$ cat src/rtl/beep_pattern_gen_pkg.sv
// beep_pattern_gen_pkg: shared state encodings and default tick constants
// for the buzzer/LED pattern generator and the input-side filtering.
package beep_pattern_gen_pkg;
    typedef enum logic [1:0] {
        ST_IDLE = 2'd0,
        ST_ON   = 2'd1,
        ST_OFF  = 2'd2
    } beep_state_e;
    localparam int TICK_HZ       = 100;
    localparam int DEF_ON_TICKS  = 50;
    localparam int DEF_OFF_TICKS = 50;
endpackage

$ cat src/rtl/beep_phase_cnt.sv
// beep_phase_cnt: loadable down counter timing one on/off phase.
// Ports: CLK clock, CLR async active-high reset, CE tick enable,
//        LOAD/LOAD_VAL synchronous load (wins over CE), ZERO count==0.
import beep_pattern_gen_pkg::*;
module beep_phase_cnt #(
    parameter int CNT_BITS = 8
) (
    input  logic                CLK,
    input  logic                CLR,
    input  logic                CE,
    input  logic                LOAD,
    input  logic [CNT_BITS-1:0] LOAD_VAL,
    output logic                ZERO
);
    logic [CNT_BITS-1:0] cnt_q, cnt_d;
    assign ZERO = cnt_q == '0;
    always_comb cnt_d = LOAD ? LOAD_VAL : (CE && !ZERO) ? cnt_q - 1'b1 : cnt_q;
    always_ff @(posedge CLK or posedge CLR)
        if (CLR) cnt_q <= '0;
        else     cnt_q <= cnt_d;
endmodule

$ cat src/rtl/beep_pattern_gen.sv
// beep_pattern_gen: turns START requests into timed repeating beep patterns.
// Ports: CLK, CLR (async active-high), CE phase tick, TONE carrier,
//        START/STOP request pulses, BEEP_NUM beeps per pattern (0 = forever),
//        BUZZ gated tone, LED on-phase, BUSY pattern active, DONE completion pulse.
import beep_pattern_gen_pkg::*;
module beep_pattern_gen #(
    parameter int CNT_BITS  = 8,
    parameter int ON_TICKS  = DEF_ON_TICKS,
    parameter int OFF_TICKS = DEF_OFF_TICKS,
    parameter int NUM_BITS  = 4
) (
    input  logic                CLK,
    input  logic                CLR,
    input  logic                CE,
    input  logic                TONE,
    input  logic                START,
    input  logic                STOP,
    input  logic [NUM_BITS-1:0] BEEP_NUM,
    output logic                BUZZ,
    output logic                LED,
    output logic                BUSY,
    output logic                DONE
);
    localparam logic [CNT_BITS-1:0] ON_LD  = CNT_BITS'(ON_TICKS - 1);
    localparam logic [CNT_BITS-1:0] OFF_LD = CNT_BITS'(OFF_TICKS - 1);
    beep_state_e         state_q, state_d;
    logic [NUM_BITS-1:0] rem_q, rem_d;
    logic                done_q, done_d;
    logic                load, zero;
    logic [CNT_BITS-1:0] load_val;
    beep_phase_cnt #(.CNT_BITS(CNT_BITS)) u_phase (
        .CLK(CLK), .CLR(CLR), .CE(CE), .LOAD(load), .LOAD_VAL(load_val), .ZERO(zero)
    );
    // STOP beats START, START beats any CE-driven transition (incl. completion).
    always_comb begin
        state_d  = state_q;
        rem_d    = rem_q;
        done_d   = 1'b0;
        load     = 1'b0;
        load_val = ON_LD;
        if (STOP) begin
            state_d = ST_IDLE;
        end else if (START) begin
            state_d = ST_ON;
            rem_d   = BEEP_NUM;
            load    = 1'b1;
        end else if (CE && zero) begin
            case (state_q)
                ST_ON: begin
                    if (rem_q == NUM_BITS'(1)) begin
                        state_d = ST_IDLE;
                        done_d  = 1'b1;
                    end else begin
                        state_d  = ST_OFF;
                        load     = 1'b1;
                        load_val = OFF_LD;
                        // rem==0 means continuous and is never decremented
                        rem_d    = (rem_q != '0) ? rem_q - NUM_BITS'(1) : rem_q;
                    end
                end
                ST_OFF: begin
                    state_d = ST_ON;
                    load    = 1'b1;
                end
                default: ;
            endcase
        end
    end
    always_ff @(posedge CLK or posedge CLR)
        if (CLR) begin
            state_q <= ST_IDLE;
            rem_q   <= '0;
            done_q  <= 1'b0;
        end else begin
            state_q <= state_d;
            rem_q   <= rem_d;
            done_q  <= done_d;
        end
    assign LED  = state_q == ST_ON;
    assign BUSY = state_q != ST_IDLE;
    assign DONE = done_q;
    assign BUZZ = LED & TONE;
endmodule

$ cat config.mk
export PLATFORM = sky130hd
export DESIGN_NAME = beep_pattern_gen
export DESIGN_NICKNAME = d
export VERILOG_FILES = /design/src/rtl/beep_pattern_gen_pkg.sv /design/src/rtl/beep_phase_cnt.sv /design/src/rtl/beep_pattern_gen.sv
export SDC_FILE = /design/constraint.sdc
export NUM_CORES = 1
export LEC_CHECK = 0
export BUFFER_PORTS_ARGS = -buffer_cell sky130_fd_sc_hd__buf_4
export CAP_MARGIN = 0
export CORE_MARGIN = 3
export CORE_UTILIZATION = 45
export DETAILED_ROUTE_END_ITERATION = 6
export GPL_TIMING_DRIVEN = 0
export SLEW_MARGIN = 20
export SYNTH_ARGS = -nofsm -noshare
export SYNTH_HDL_FRONTEND = slang
export SYNTH_SLANG_ARGS = --single-unit
$ cat constraint.sdc
create_clock -name CLK -period 3 [get_ports CLK]
set_input_delay 0.15 -clock CLK [delete_from_list [all_inputs] [get_ports CLK]]
set_output_delay 0.15 -clock CLK [all_outputs]
set_load 0.02 [all_outputs]
# Yosys cells after proc, flatten, opt, wreduce, memory -nomap -nowiden

Index checks and enable logic that the tools add are counted.

Register bits after elaboration: 15
Memories kept: 0
Latch bits: 0
Memory bits (writable): 0
Word-level logic and storage cells: 48
Memory bits (read-only): 0
Input bits: 10

Add/subtract/negate cells: 2
Equal/unequal tests: 4
Multiply operators: 0
Shifts and indexed selects: 0
Bitwise gates (word level): 2
Reduce and logical (&&, ||, !) cells: 14
$lt $le $gt $ge: 0
Divide/modulo/power cells: 0
Mux-type cells: 22

Operators by type and width:

| kind                                             | number |
|---|---|
| two-way mux 4 bit                                | 5 |
| two-way mux 8 bit                                | 2 |
| nonzero test 2 bit                               | 5 |
| two-way mux 1 bit                                | 9 |
| logical NOT 8 bit                                | 1 |
| two-way mux 2 bit                                | 4 |
| nonzero test 4 bit                               | 2 |
| subtractor 8 x 1 -> 8 bit, second input constant | 1 |
| AND reduction 5 bit                              | 1 |
| == test 4 x 1 -> 1 bit, second input constant    | 1 |
| case mux 2 bit (2 select lines)                  | 1 |
| subtractor 4 x 1 -> 4 bit, second input constant | 1 |
| nonzero test 3 bit                               | 1 |
| == test 2 x 1 -> 1 bit, second input constant    | 1 |
| == test 2 bit, second input constant             | 1 |
| logical AND 1 bit                                | 2 |
| != test 2 bit, second input constant             | 1 |
| case mux 1 bit (2 select lines)                  | 1 |
| AND reduction 2 bit                              | 1 |
| bitwise AND 1 bit                                | 1 |
| logical NOT 1 bit                                | 1 |
| NOT 1 bit                                        | 1 |

# Logic depth before layout (Yosys ltp)

Depth after elaboration: 7
Depth in mapped cells: 6

# Hierarchy

From an unflattened synthesis, not the netlist that was laid out.

Cell total of the unflattened synthesis: 134
Area total of the unflattened synthesis: 1126.1 um^2

Modules (own cells, without submodules):

| module           | instances | area an instance (um^2) | cells an instance |
|---|---|---|---|
| beep_phase_cnt   | 1         | 570.5                   | 68 |
| beep_pattern_gen | 1         | 555.5                   | 66 |

# Worst setup path after synthesis

No wires, ideal clock.

Kind: reg2reg
Start point: register rem_q[1]
End point: register u_phase.cnt_q[0]
Library setup time: 0.121 ns
Data arrival time: 1.612 ns
Data required time: 2.879 ns
Stages on the path, launching flop included: 7
Path slack: 1.267 ns
Cell sequence: dfrtp_1 -> inv_1 -> ha_1 -> or3b_2 -> a211oi_1 -> a211oi_2 -> nand2b_1

Cells in the longest elaborated chain, start to end: 7
Elaborated cells on any way between the ends: 8
Those cells by class: eq/ne (1); mux (6); reduce/logical (1)

Ends and longest elaborated chain:

| element                                                 | RTL line               | source |
|---|---|---|
| start, declared                                         | beep_pattern_gen.sv:27 | `logic [NUM_BITS-1:0] rem_q, rem_d;` |
| start signal, assigned                                  | beep_pattern_gen.sv:76 | `rem_q <= rem_d;` |
| == test 4 x 1 -> 1 bit *                                | beep_pattern_gen.sv:50 | `if (rem_q == NUM_BITS'(1)) begin` |
| two-way mux 1 bit *                                     | beep_pattern_gen.sv:50 |  |
| case mux 1 bit (2 select lines) *                       | beep_pattern_gen.sv:48 | `case (state_q)` |
| two-way mux 1 bit *                                     | beep_pattern_gen.sv:47 | `end else if (CE && zero) begin` |
| two-way mux 1 bit *                                     | beep_pattern_gen.sv:43 | `end else if (START) begin` |
| two-way mux 1 bit *                                     | beep_pattern_gen.sv:41 | `if (STOP) begin` |
| two-way mux 8 bit or nonzero test 2 bit (tied branches) | n/a                    |  |
| end signal, assigned                                    | beep_phase_cnt.sv:20   | `else cnt_q <= cnt_d;` |
| end, declared                                           | beep_phase_cnt.sv:15   | `logic [CNT_BITS-1:0] cnt_q, cnt_d;` |

Mark *: on every way between the ends. The rest lies on a longest branch, timed or not.
A chain may end at the register's enable or synchronous reset.

# Worst setup path in the final report

Start point: register u_phase.cnt_q[0]
End point: register u_phase.cnt_q[0]

Cells in the longest elaborated chain, start to end: 6
Elaborated cells on any way between the ends: 11
Those cells by class: add/sub (1); mux (5); reduce/logical (5)

Ends and longest elaborated chain:

| element |
|---|
| parallel branches: the longest is 6 deep, another holds subtractor 8 x 1 -> 8 bit |

Parallel ways; which one is timed is not known. The select of a mux whose other input is x is not followed.

==> results.md <==
- Status: finished, final reports clean
- Yosys top cell by area: dfrtp_1
- Initial Util: 49.4%
- CTS tree: yes
- Sum Neg Setup Slack: 0 ns
- Fillers: 186
- Crit. End Element: flop
- TritonCTS Buffers: 3
- PortBufs: 13
- GRT Residual Overflow: 0
- Placed cell area: 1140 um2
- H-tree Lvls: 1
- # Post-CTS Setup Buffers: 0
- Number of synthesized flops with an enable pin: 0
- Initial antenna violation count: 0
- Area growth from synthesis to layout: 16.7%
- Post-Synthesis Cells: 105
- Vias in the first global route: 750
- Prevailing post-synth register cell: dfrtp_1
- CTS Buffer Depth: 2
- Worst setup startpoint: u_phase.cnt_q[0]
- Slowest cell on crit path: nor3b_1
- Top Metal Used: met4
- Core area: 2040 um2
- Final Skew: 0.00186 ns
- Die footprint: 2850 um2
- Hold WC Path Type: input pin to flop
- Routability Congestion: 0.780
- Clock-pin slew on the worst setup and hold paths: 0.10 ns
- FMAX: 0.500 GHz
- Largest net degree at the start of global routing: 16
- Fin nets: 142
- Commonest non-fill, non-tap cell in the layout: dfrtp_1
- Crit-path cells: inv_1, ha_1, nor3b_1, a21boi_0, xnor2_1, nand2b_1
- Finished Cell Area: 1180 um2
- Startpoint Class: flop
- Wire length on met1: 976 um
- Syn_nets: 123
- Cell Pwr Density: 543 nW/um2
- Synth Cell Area: 1010 um2
- Minimum clock period: 2.00 ns
- Actual slew at the worst max-slew pin: 0.714 ns
- Via count: 805
- WL per Instance: 12.8 um
- Ys async rst share: 100%
- Die W: 53.4 um
- CTS Root Cell: clkbuf_4
- DRT iter0 DRCs: 20
- Multi-input gate area: 582 um2
- Clock Sinks: 15
- LEAKAGE: 0.512 nW
- Syn avg cell area: 9.62 um2
- Relative slew margins: 52.3%
- Clk_lat worst skew: 0.29 ns
- Ranking of synthesized cells by area: dfrtp_1 (37%), ha_1 (9.9%), inv_1 (4.5%)
- Final setup vio count: 0
- Drc violations: 0
- 1st-pass router iterations: 4
- Final-report max-slew violation count: 0
- Met3 wire len: 59 um
- FF-to-FF Start: u_phase.cnt_q[0]
- CP Max Fanout: 6
- First-pass GRT wire length: 3250 um
- Yosys warns: 0
- Register area: 375 um2
- Antenna-violating nets left: 0
- Crit path largest cell delay: 0.61 ns
- WL met2: 844 um
- Final period util: 66.7%
- Cell Rows: 16
- Seq cells post-synth: 15
- Hold violation count in the final report: 0
- I/O Pins: 14
- Ratio of cells with drive above 1 in the final layout: 20.3%
- Die Ht: 53.4 um
- N_diodes: 0
- Crit Path Category: flop to flop
- Unrepaired setup endpoints after global routing: false
- Req. time, crit path: 3.18 ns
- Hold Startpoint: BEEP_NUM[3]
- Detailed Place HPWL: 1440 um
- Vias per Instance: 5.37
- VDD IR-drop max: 0.355 mV
- Drt total wl: 1910 um
- Gr usage total: 16.0%
- Share of the yosys chip area belonging to registers: 37.2%
- Number of distinct library cells after synthesis: 36
- Commonest non-fill, non-tap cells in the layout: dfrtp_1 (15), buf_4 (13), inv_1 (12)
- Max-cap violations: 0
- Critical Path AT: 2.19 ns
- Synth top area share: 37.2%
layout make-up:
cell class                 count  share of cell area, %
timing repair buffer          14                   9.13
multi-input combinational     76                   49.4
tap                           27                   2.87
clock inverter                 1                  0.425
clock buffer                   3                   1.91
buffer                         2                  0.637
sequential                    15                   31.8
inverter                      12                   3.82
flip-flops by register name, summed over array words and instances (netlist names):
name / flops
u_phase.cnt_q: 8
state_q: 2
rem_q: 4
DONE: 1
synthesized netlist by cell type (2+ instances only):
cell and count:
nand2_1 5, dfrtp_1 15, a21oi_1 3, ha_1 8, inv_1 12, nor2b_1 2
mux2i_1 4, nor4_1 3, a311oi_1 2, a211oi_2 2, nor2_1 10, o22ai_1 2
nor3b_1 2, nand3_1 3, a211oi_1 4, nand2b_1 3, nor3_1 4, xnor2_1 2
clkbuf_1 2
path summary, 6_finish.rpt:
kind | depth (start not counted) | end | slack, ns
max | 6 | u_phase.cnt_q[0] | 1.0
min | 3 | rem_q[3] | 0.09
max reg2reg | 6 | u_phase.cnt_q[0] | 1.0
min reg2reg | 1 | rem_q[1] | 0.56
max in group asynchronous | 3 | u_phase.cnt_q[4] | 2.14
min in group asynchronous | 3 | state_q[0] | 0.48
routing by layer:
| layer | vias to the layer above | global-route usage [%] |
|---|---|---|
| li1 | 413 | - |
| met2 | 12 | 23.5 |
| met5 | - | 0 |
| met1 | 376 | 22.5 |
| met4 | 0 | 7.66 |
| met3 | 4 | 2.54 |
stage by stage:
step,power [mW],utilization (%),hold slack [ns],setup WS (ns),cells
2_1_floorplan,0.467,-,0.0515,1.27,105
3_3_place_gp,0.516,55.9,0.264,1.09,145
5_1_grt,0.693,57.7,0.0897,0.888,150
6_report,0.640,57.7,0.0882,0.999,150
4_1_cts,0.650,57.7,0.0815,1.03,150
3_5_place_dp,0.522,55.9,0.272,1.07,145
logic make-up after synthesis:
family / Yosys count / share of synthesized area, %
AND/OR/NAND/NOR: 41 / 25.2
adder cells (fa/ha/maj): 8 / 9.91
buffers and inverters: 14 / 5.20
AO/OA/AOI/OAI: 21 / 16.9
flip-flops: 15 / 37.2
XOR/XNOR: 2 / 1.74
multiplexers: 4 / 3.97
where the power goes:
part	leakage, nW	internal (mW)	total, mW	switching [mW]
Sequential	0.181	0.249	0.310	0.0611
Combinational	0.314	0.0958	0.209	0.113
Clock	0.0177	0.0495	0.122	0.0720
what timing repair did:
action	in CTS	in global routing
resized for setup	0	0
hold buffers	1	0
hold endpoints to repair	15	0
worst max-delay path: cells and delay by family (launching register included):
kind | cells | cell delay [ns]
buf+inv | 1 | 0.09
xor+xnor | 1 | 0.22
flops | 1 | 0.41
simple gates | 2 | 0.68
fa+ha+maj | 1 | 0.18
compound gates | 1 | 0.32
Note: power is estimated with default switching activity, not from simulation.
